<file path="src/rtl/load_store_unit.sv">
// Load/store unit: turns byte-addressed CPU load/store requests into
// word-indexed memory accesses. Handles byte/half/word sizes, sign or zero
// extension on loads, and read-modify-write for sub-word stores.
module load_store_unit #(
  parameter int unsigned MEM_WORDS = 256
) (
  input  logic        clk,
  input  logic        rst,
  input  logic        req_valid,
  output logic        req_ready,
  input  logic        req_write,
  input  logic [1:0]  req_size,
  input  logic        req_unsigned,
  input  logic [31:0] req_addr,
  input  logic [31:0] req_wdata,
  output logic        resp_valid,
  output logic        resp_err,
  output logic [31:0] resp_rdata,
  output logic        mem_read,
  output logic        mem_write,
  output logic [31:0] mem_addr,
  output logic [31:0] mem_wdata,
  input  logic [31:0] mem_rdata
);

  localparam logic [2:0] IDLE   = 3'd0;
  localparam logic [2:0] RD     = 3'd1;
  localparam logic [2:0] WR     = 3'd2;
  localparam logic [2:0] RMW_RD = 3'd3;
  localparam logic [2:0] RMW_WR = 3'd4;
  localparam logic [2:0] RESP   = 3'd5;

  localparam logic [1:0] SZ_BYTE = 2'b00;
  localparam logic [1:0] SZ_HALF = 2'b01;
  localparam logic [1:0] SZ_WORD = 2'b10;

  // 33-bit compare so a MEM_WORDS near 2^30 cannot overflow the limit
  localparam logic [32:0] ADDR_LIMIT = 33'(MEM_WORDS) * 33'd4;

  logic [2:0]  state_q, state_d;
  logic        write_q, unsigned_q, err_q;
  logic [1:0]  size_q;
  logic [31:0] addr_q, wdata_q, word_q;
  logic        accept, req_err;
  logic [31:0] load_data, merged;
  logic [7:0]  sel_byte;
  logic [15:0] sel_half;

  assign req_ready = (state_q == IDLE) && !rst;
  assign accept    = req_valid && req_ready;

  // Request legality: illegal size, misalignment or address beyond the memory
  always_comb begin
    req_err = 1'b0;
    if (req_size == 2'b11) req_err = 1'b1;
    if (req_size == SZ_HALF && req_addr[0] != 1'b0) req_err = 1'b1;
    if (req_size == SZ_WORD && req_addr[1:0] != 2'b00) req_err = 1'b1;
    if ({1'b0, req_addr} >= ADDR_LIMIT) req_err = 1'b1;
  end

  // Next-state sequencing; every path ends in RESP, then IDLE
  always_comb begin
    state_d = state_q;
    case (state_q)
      IDLE: begin
        if (accept) begin
          if (req_err)               state_d = RESP;
          else if (!req_write)       state_d = RD;
          else if (req_size == SZ_WORD) state_d = WR;
          else                       state_d = RMW_RD;
        end
      end
      RD:      state_d = RESP;
      WR:      state_d = RESP;
      RMW_RD:  state_d = RMW_WR;
      RMW_WR:  state_d = RESP;
      RESP:    state_d = IDLE;
      default: state_d = IDLE;
    endcase
  end

  // State register and request holding registers
  always_ff @(posedge clk or posedge rst) begin
    if (rst) begin
      state_q    <= IDLE;
      write_q    <= 1'b0;
      unsigned_q <= 1'b0;
      err_q      <= 1'b0;
      size_q     <= '0;
      addr_q     <= '0;
      wdata_q    <= '0;
      word_q     <= '0;
    end else begin
      state_q <= state_d;
      if (accept) begin
        write_q    <= req_write;
        unsigned_q <= req_unsigned;
        err_q      <= req_err;
        size_q     <= req_size;
        addr_q     <= req_addr;
        wdata_q    <= req_wdata;
      end
      if (state_q == RD || state_q == RMW_RD) word_q <= mem_rdata;
    end
  end

  // Lane selection and sign/zero extension of the captured word
  always_comb begin
    case (addr_q[1:0])
      2'd0:    sel_byte = word_q[7:0];
      2'd1:    sel_byte = word_q[15:8];
      2'd2:    sel_byte = word_q[23:16];
      default: sel_byte = word_q[31:24];
    endcase
    sel_half = addr_q[1] ? word_q[31:16] : word_q[15:0];
    case (size_q)
      SZ_BYTE: load_data = {{24{!unsigned_q & sel_byte[7]}}, sel_byte};
      SZ_HALF: load_data = {{16{!unsigned_q & sel_half[15]}}, sel_half};
      default: load_data = word_q;
    endcase
  end

  // Sub-word store merge: replace only the target lane of the read word
  always_comb begin
    merged = word_q;
    if (size_q == SZ_BYTE) begin
      case (addr_q[1:0])
        2'd0:    merged[7:0]   = wdata_q[7:0];
        2'd1:    merged[15:8]  = wdata_q[7:0];
        2'd2:    merged[23:16] = wdata_q[7:0];
        default: merged[31:24] = wdata_q[7:0];
      endcase
    end else if (addr_q[1]) begin
      merged[31:16] = wdata_q[15:0];
    end else begin
      merged[15:0] = wdata_q[15:0];
    end
  end

  // Memory and response outputs, zeroed whenever not meaningful
  always_comb begin
    mem_read   = (state_q == RD) || (state_q == RMW_RD);
    mem_write  = (state_q == WR) || (state_q == RMW_WR);
    mem_addr   = (mem_read || mem_write) ? {2'b00, addr_q[31:2]} : '0;
    mem_wdata  = '0;
    if (state_q == WR)     mem_wdata = wdata_q;
    if (state_q == RMW_WR) mem_wdata = merged;
    resp_valid = (state_q == RESP);
    resp_err   = resp_valid && err_q;
    resp_rdata = (resp_valid && !err_q && !write_q) ? load_data : '0;
  end

endmodule
</file>
<file path="config.mk">
export PLATFORM = sky130hd
export DESIGN_NAME = load_store_unit
export DESIGN_NICKNAME = d
export VERILOG_FILES = /design/src/rtl/load_store_unit.sv
export SDC_FILE = /design/constraint.sdc
export NUM_CORES = 1
export LEC_CHECK = 0
export CAP_MARGIN = 20
export CORE_UTILIZATION = 49
export CTS_CLUSTER_SIZE = 20
export DETAILED_ROUTE_END_ITERATION = 16
export PLACE_DENSITY = 0.83
export SLEW_MARGIN = 20
export SYNTH_ARGS = -nofsm -noshare
export SYNTH_HDL_FRONTEND = slang
export SYNTH_SLANG_ARGS = --single-unit
</file>
<file path="constraint.sdc">
create_clock -name clk -period 7.54 [get_ports clk]
set_input_delay 1.508 -clock clk [delete_from_list [all_inputs] [get_ports clk]]
set_output_delay 1.508 -clock clk [all_outputs]
set_load 0.02 [all_outputs]
</file>
==> run_results.csv <==
group,metric,value,unit
clock_tree,cts_buffers,9,
drt,wirelength,18020,µm
drt,via_per_inst,5.907,
logic_synthesis,synth-compound-area-share,19.28,%
finish,design_area,0.008135,mm²
floorplan,start_util,50.59,%
placement,dp.cells,897,
critical_path,crit_chain,"buf_4, mux2i_1, o22ai_4, o311ai_4, a21oi_1, clkdlybuf4s50_1",
clock_tree,cts_resized,0,
logic_synthesis,synth_top_flop_cell,"dfrtp_1",
drt,drc_errors,0,
logic_synthesis,avgSynthCellArea,9.867,µm²
drt,wire_per_inst,19.74,µm
sta,tightestPinTransition,954.5,ps
critical_path,cp.arrival,3170,ps
logic_synthesis,synthMuxAreaShare,16.09,%
critical_path,required,6030,ps
logic_synthesis,synth_fa_ha_area_share,0,%
critical_path,crit_slowest_cell,"o311ai_4",
global_routing,grt_max_degree,75,
critical_path,worst_setup_path_end_kind,"output port",
logic_synthesis,synth_area,0.005802,mm²
sta,rsz0062_at_grt,"false",
finish,drive_gt1_share,15.97,%
sta,finClkSkew,4.226,ps
sta,post-route-period-util,62.06,%
global_routing,grt_pass1_wl,28240,µm
global_routing,grt_pass1_vias,5278,
finish,final_cells,913,
sta,slew_viol_final,0,
placement,port_buffers,201,
critical_path,worst-r2r-setup-slack,5230,ps
sta,slew_headroom,36.22,%
drt,drt_iter0_drc,366,
run,maxCapViolCount,0,
clock_tree,path_clk_slew,70,ps
min_path,hold_path.class,"reg -> reg",
finish,nFillCells,871,
power,ir_drop,0.2499,mV
clock_tree,htreeDepth,3,
logic_synthesis,yosysSeqAreaShare,44.86,%
global_routing,antenna_found_initial,0,
critical_path,crit_family,"compound AO/OA/AOI/OAI gates",
critical_path,path_max_fanout,53,
critical_path,critPathBufInv,2,
finish,finalNetCount,868,
drt,ant_nets,0,
floorplan,pin_count,204,
placement,dpl_cell_area,0.007854,mm²
clock_tree,clockRootBuffer,"clkbuf_16",
logic_synthesis,synthCells,588,
critical_path,start_kind,"flop",
clock_tree,clk_latency,350,ps
logic_synthesis,synth_top_family_by_area,"compound AO/OA/AOI/OAI gates",
sta,setup_violations,0,
run_status,status,"completed",
clock_tree,cts_tree,"yes",
placement,gp_routability_congestion,0.9285,
critical_path,worstSetupPathType,"reg -> out",
floorplan,num_rows,39,
power,p_leak,3.364,nW
power,p_per_area,451.0,mW/mm²
finish,antennaDiodeCount,0,
clock_tree,cts_max_path_buffers,2,
global_routing,grtUsageTotal,29.56,%
sta,finalCriticalPeriod,4680,ps
floorplan,die_y,110.8,µm
drt,vias,5393,
clock_tree,cts_setup_buffers,0,
logic_synthesis,ys_warn_count,0,
sta,finalHoldViolCount,0,
global_routing,grt-ovfl-total,0,
logic_synthesis,synth_edf_count,0,
logic_synthesis,yosys.area_share.simple,14.25,%
logic_synthesis,synth_cell_types,47,
logic_synthesis,ys_async_sr_fraction,100.0,%
floorplan,die_area,0.01228,mm²
critical_path,crit_path_max_incr_delay,840,ps
finish,syn2layout_area_growth,40.22,%
drt,dr.pass1.iters,5,
floorplan,coreArea,0.01147,mm²
logic_synthesis,ys_seq_elements,104,
sta,finalSetupTns,0,ps
sta,fmax,0.2137,GHz
clock_tree,cts_sinks,104,
logic_synthesis,synth_xor_area_share,0,%
clock_tree,postCtsHoldBufs,0,
placement,dp_hpwl,13420,µm
floorplan,fp.dieW,110.8,µm
Yosys cell counts (2+ instances only):
cell type	number	area share, %
nor4_1	5	0.54
dfrtp_1	104	45
o21ai_0	59	5.1
nor2b_1	2	0.22
buf_1	4	0.26
a211oi_1	8	1.0
a21oi_1	29	2.5
buf_4	3	0.39
nand2_1	61	3.9
inv_1	29	1.9
nor3_1	3	0.26
nor3b_1	9	1.2
mux2_2	74	14
o22ai_1	7	0.75
a21o_1	9	1.2
clkbuf_1	23	1.5
a21oi_2	11	1.7
nor2_1	28	1.8
buf_2	10	0.86
and2_1	31	3.3
or3_1	3	0.32
nor2_2	2	0.22
mux2i_1	10	1.7
buf_6	3	0.58
nand3_1	3	0.26
a22o_1	16	2.4
a221oi_1	22	3.3
report_power, final:
part / internal (mW) / leakage (nW) / switching, mW
logic: 0.955 / 1.97 / 1.14
clock network: 0.234 / 0.135 / 0.217
registers: 0.833 / 1.26 / 0.288
state kept, by name, summed over array words and instances, names as in the netlist:
name,flops
addr_q,32
wdata_q,32
word_q,32
state_q,3
size_q,2
err_q,1
unsigned_q,1
write_q,1
per-layer routing:
metal | GRT usage, % | up-vias | wire length (µm)
li1 | - | 2444 | -
met1 | 36.87 | 2589 | 7216
met2 | 46.58 | 304 | 8350
met3 | 8.147 | 56 | 1699
met4 | 16.09 | 0 | 753
met5 | 0 | - | 0
worst reg2reg max path: cells and delay by family (launching register included):
kind	cells	cell delay, ps
flip-flops	1	570
AND/OR/NAND/NOR	2	660
buffers and inverters	1	550
multiplexers	1	420
cell type report:
cell class              instances  area, µm²  share of cell area (%)
multi-input cells             413       2897                   35.60
flip-flops and latches        104       2603                   31.99
repair buffers                208       2064                   25.38
clock buffers                  10      239.0                   2.938
well taps                     143      178.9                   2.199
inverters                      29      111.4                   1.369
clock inverters                 6      42.54                  0.5229
metrics by stage:
step	total power [mW]	util [%]	setup WS (ps)	hold slack [ps]
global route	3.865	70.94	2700	522.1
global placement	3.137	68.49	3306	479.5
detailed placement	3.193	68.49	3224	485.6
CTS	3.654	70.94	2832	505.2
floorplan	2.339	-	3300	470.6
finish	3.669	70.94	2860	503.1
logic make-up after synthesis:
group / Yosys count
compound gates: 167
buf+inv: 72
flops: 104
mux: 84
other cells: 1
simple gates: 160
layout by cell type, fill, tap and decap left out, types with 5 or more instances in the layout:
| master | synthesis | layout |
|---|---|---|
| o22ai_1 | 7 | 7 |
| clkdlybuf4s50_1 | 0 | 201 |
| a21o_1 | 9 | 9 |
| a22o_1 | 16 | 16 |
| clkbuf_16 | 0 | 9 |
| a221oi_1 | 22 | 22 |
| mux2_2 | 74 | 74 |
| nand2_1 | 61 | 60 |
| inv_1 | 29 | 28 |
| nor4_1 | 5 | 5 |
| o21ai_0 | 59 | 59 |
| nor3b_1 | 9 | 9 |
| nor2_1 | 28 | 28 |
| a21oi_2 | 11 | 11 |
| a211oi_1 | 8 | 8 |
| buf_4 | 3 | 7 |
| dfrtp_1 | 104 | 104 |
| a21oi_1 | 29 | 29 |
| mux2i_1 | 10 | 10 |
| and2_1 | 31 | 31 |
path summary, 6_finish.rpt:
path,start,to,depth (start not counted)
max in group asynchronous,rst,word_q[28],3
min in group asynchronous,rst,addr_q[30],2
min,addr_q[22],addr_q[22],1
max,addr_q[1],resp_rdata[31],6
max reg2reg,state_q[0],wdata_q[3],4
min reg2reg,addr_q[22],addr_q[22],1
Note: power is estimated with default switching activity, not from simulation.
==> patch 1: new RTL, same settings <==
Reset style: synchronous (`rst`), changed in one clocked block.
--- a/src/rtl/load_store_unit.sv
+++ b/src/rtl/load_store_unit.sv
@@ -82,3 +82,3 @@
   // State register and request holding registers
-  always_ff @(posedge clk or posedge rst) begin
+  always_ff @(posedge clk) begin
     if (rst) begin
Check against the original RTL: differs if rst is asserted again (counterexample within 4 cycles, from zero or initial values and one cycle with rst high); with rst held inactive, the same outputs for 10 cycles.
==> patch 1 against the original RTL <==
  * Clock skew increased by 0.0029 ns
  * Critical path depth decreased by 2
  * Non-clock buffer count decreased by 2
  * Die area decreased by 3.1%
  * Design area decreased by 2.8%
  * Routed wire length increased by 8.3%
  * Worst setup slack got worse by 0.17 ns
  * Core utilization increased by 1.1 points
  * Sequential cell count unchanged
  * Area after synthesis decreased by 3.2%
  * Hold slack got worse by 0.032 ns
Power is not compared: it rests on default switching activity, and its combinational part moved more than twofold at a synthesized area within 25%.
==> patch 1: results (changes against the original RTL) <==
Status = complete, no violations
Cell variety after synth = 46 (-2.1%)
Via count = 6,105 (+13%)
Hold path endpoint = write_q
Register area = 2080 sq um (-20%)
IO buf count = 201 (unchanged)
Sequential fraction of the synthesis area = 37.1% (-7.8 points)
Nets = 996 (+15%)
Worst-path maximum fanout = 104 (+96%)
Complex-gate fraction of the synthesized area = 17.8% (-1.5 points)
Layout cell share with drive strength beyond 1 = 5.35% (-11 points)
R2R Path Start = state_q[2]
Drt wl/cell = 18.8 microns (-4.7%)
Vias in the first global route = 5,739 (+8.7%)
Largest net degree at the start of global routing = 105 (+40%)
Ys async rst share = 0% (-100 points)
FFs & Latches = 104 (unchanged)
Predominant post-synthesis flop cell = dfxtp_1
HP Start = write_q
Critical R2R Capture = state_q[1]
CTS resizes = 0 (unchanged)
First-pass GRT wire length = 29,800 microns (+5.4%)
Inverter count = 7 (-76%)
Post-Synth XOR/XNOR Area = 0.156% (+0.16 points)
Max VDD drop = 226 uV
Post-CTS Setup Bufs = 0 (unchanged)
Clock buffer depth = 2 (unchanged)
Clock-pin slew of the registers on the worst-case setup and hold paths = 0.07 ns (about the same)
FILL cells = 859 (-1.4%)
# diodes = 0 (unchanged)
Clk_skew = 0.00713 ns (+0.00290 ns)
TritonCTS Buffers = 9 (unchanged)
Hold Slack = 0.471 ns (-0.0321 ns)
Hold Path Depth = 2 (+1)
R2R setup slack = 4.85 ns (-0.38 ns)
ClkCell Share = 3.77% (+0.31 points)
Hpwl dp = 14,100 microns (+4.9%)
Max capacitance violation total = 0 (unchanged)
Multi-input comb cells = 565 (+37%)
Most instantiated cells after synthesis = nand2_1 (213), dfxtp_1 (104), nand3b_1 (64)
Layout non-clock buf frac = 25.9% (+0.57 points)
First-pass DRT Iterations = 5 (unchanged)
CP Capture Point = req_ready
Cell types occupying the most area after synthesis = dfxtp_1 (37%), nand2_1 (14%), nand3b_1 (8.6%)
Yosys warnings = 0 (unchanged)
Mux contribution to synthesized area = 4.81% (-11 points)
Number of DRC markers in iteration 0 = 607 (+66%)
Crit path DAT = 3.34 ns (+0.17 ns)
Initial antenna violation count = 0 (unchanged)
Gp weighted congestion = 0.978 (+5.3%)
Total GRT Usage = 32.9% (+3.3 points)
Worst Setup SP = rst
Non-CTS buffers = 206 (-0.96%)
Clock root buffer = clkbuf_16
Worst R2R Path Depth = 5 (+1)
Multi-input gate area = 3270 sq um (+13%)
Clock buffers = 12 (+2)
Slew margin rel. = 34.4% (-1.8 points)
Skew-Pair Late Insertion Delay = 0.36 ns
==> patch 1: per-stage QoR <==
step | instances | setup slack [ns] | total power [mW] | instance area, sq um
after floorplan | 736 | 3.79 | 1.25 | 5620
after global placement | 1021 | 2.86 | 1.54 | 7580
after detailed placement | 1022 | 2.82 | 1.57 | 7590
after CTS | 1038 | 2.41 | 2.04 | 7890
after global routing | 1038 | 2.56 | 2.16 | 7910
final | 1038 | 2.70 | 2.06 | 7910
==> patch 1: routing by layer <==
metal  track usage [%]  vias up  part of all wire [%]
li1                  -     2842                     -
met5                 0        -                     0
met4              16.5        0                   3.9
met3              6.10       56                   7.4
met1              41.9     2900                    42
met2              53.0      307                    47
==> patch 1: report_power, final <==
group | total, mW | internal [mW] | switching, mW
clock network | 0.480 | 0.268 | 0.212
registers | 0.805 | 0.653 | 0.152
logic | 0.775 | 0.330 | 0.445
==> patch 1: critical path: stages <==
cell and delay (ns):
buf_2 0.09, buf_4 0.37, nor4_1 0.61, clkdlybuf4s50_1 0.73
==> patch 2: new RTL, config.mk and constraints unchanged <==
Made on the original files. `MEM_WORDS`: 256 -> 128.
--- a/src/rtl/load_store_unit.sv
+++ b/src/rtl/load_store_unit.sv
@@ -4,3 +4,3 @@
 module load_store_unit #(
-  parameter int unsigned MEM_WORDS = 256
+  parameter int unsigned MEM_WORDS = 128
 ) (
Check against the original RTL: not equivalent (Yosys sat finds a counterexample within 4 cycles, from zero or initial values and one cycle with rst high).
==> patch 2 against the original RTL <==
  * Sequential cell count is the same
  * Global-route usage grew 0.24 points
  * Maximum frequency shrank 7.4%
  * Design area grew 0.14%
  * Total power grew 0.86%
  * Via count shrank 4.9%
  * Worst setup slack lost 0.37 ns
  * Sequential share of layout area is essentially flat
  * Area after synthesis grew 0.11%
  * Combinational power shrank 4%
  * Hold slack lost 0.0041 ns
  * Core utilization grew 0.098 points
  * Routed wire length shrank 0.77%
  * Critical endpoint is now resp_rdata[22]
  * Highest routed layer unchanged
==> patch 2: results (changes against the original RTL) <==
Status = complete, no violations
CP top delay family = compound AO/OA/AOI/OAI gates
Mux contribution to synthesized area = 23.9% (+7.8 points)
Min-Delay Path Class = reg2reg
IO buf count = 201 (unchanged)
Final setup violation count = 0 (unchanged)
Sequential fraction of the synthesis area = 44.8% (-0.048 points)
HP Start = addr_q[17]
First-pass DRT Iterations = 5 (unchanged)
Predominant post-synthesis flop cell = dfrtp_1
Slowest CP cell = dfrtp_1
Yosys warnings = 0 (unchanged)
Clock root buffer = clkbuf_16
Worst slew pin tran = 1.06 ns (+0.107 ns)
CP max stage delay = 1.05 ns (+0.21 ns)
Total GRT Usage = 29.8% (+0.24 points)
Hold Path Depth = 1 (unchanged)
TritonCTS Buffers = 9 (unchanged)
LEAKAGE = 3.37 nW (+0.26%)
Comb pwr = 2.01 mW (-4%)
Ys async rst share = 100% (unchanged)
Most instantiated cells after synthesis = dfrtp_1 (104), mux2_2 (100), and2_1 (32)
Nets = 793 (-8.6%)
CTS resizes = 0 (unchanged)
Critical R2R Capture = wdata_q[23]
Placement Setup Slack = 2.88 ns (-0.348 ns)
Vias in the first global route = 5,383 (+2.0%)
Clk_skew = 0.00381 ns (-0.000413 ns)
Gp weighted congestion = 0.959 (+3.2%)
Max VDD drop = 277 uV (+11%)
H-tree depth = 3 (unchanged)
Via count = 5,128 (-4.9%)
Cell variety after synth = 49 (+4.3%)
First-pass GRT wire length = 28,400 microns (+0.54%)
Pwr Total = 3.70 mW (+0.86%)
Post-DP Area = 7860 sq um (about the same)
Worst R2R Path Depth = 3 (-1)
Largest regs = addr_q: 32 flops, wdata_q: 32 flops, word_q: 32 flops
R2R setup slack = 4.96 ns (-0.27 ns)
Skew-Pair Late Insertion Delay = 0.35 ns (about the same)
Cell types occupying the most area after synthesis = dfrtp_1 (45%), mux2_2 (19%), and2_1 (3.4%)
Clock-pin slew of the registers on the worst-case setup and hold paths = 0.07 ns (about the same)
FILL cells = 813 (-6.7%)
Crit path DAT = 3.55 ns (+0.38 ns)
Vias per Instance = 6.12 (+3.6%)
Largest net degree at the start of global routing = 73 (-2.7%)
Synth Instances = 510 (-13%)
Psw = 1.57 mW (-4.8%)
Complex-gate fraction of the synthesized area = 15.7% (-3.5 points)
Worst-path maximum fanout = 32 (-40%)
R2R Path Start = state_q[0]
Hold path endpoint = addr_q[17]
Placed Cells = 822 (-8.4%)
Hpwl dp = 13,000 microns (-3.1%)
Layout cell share with drive strength beyond 1 = 19.9% (+3.9 points)
Post-CTS Setup Bufs = 0 (unchanged)
Hold Slack = 0.499 ns (-0.00414 ns)
WL final = 17,900 microns (-0.77%)
Number of DRC markers in iteration 0 = 388 (+6.0%)
patch 2: routing by layer:
metal  track usage [%]  vias up  routed length, microns
met1              35.5     2458                    6690
met5                 0        -                       0
li1                  -     2260                       -
met2              47.6      348                    8300
met4              15.8        0                     752
met3              10.2       62                    2140
patch 2: worst max-delay path by stage:
stage	end	slack, ns	depth (start not counted)
after floorplan	addr_q[0]	2.38	4
after global placement	mem_wdata[12]	3.09	5
after detailed placement	mem_wdata[10]	2.88	5
after CTS	mem_wdata[10]	2.49	5
after global routing	resp_rdata[22]	2.33	5
final	resp_rdata[22]	2.49	5
patch 2: layout make-up:
class	instances	area [sq um]	area share, %
Clock buffer	13	240	2.95
Inverter	15	58.8	0.722
Timing Repair Buffer	205	2040	25.1
Sequential cell	104	2600	31.9
Tap cell	143	179	2.20
Multi-Input combinational cell	355	2980	36.6
Clock inverter	3	42.5	0.522
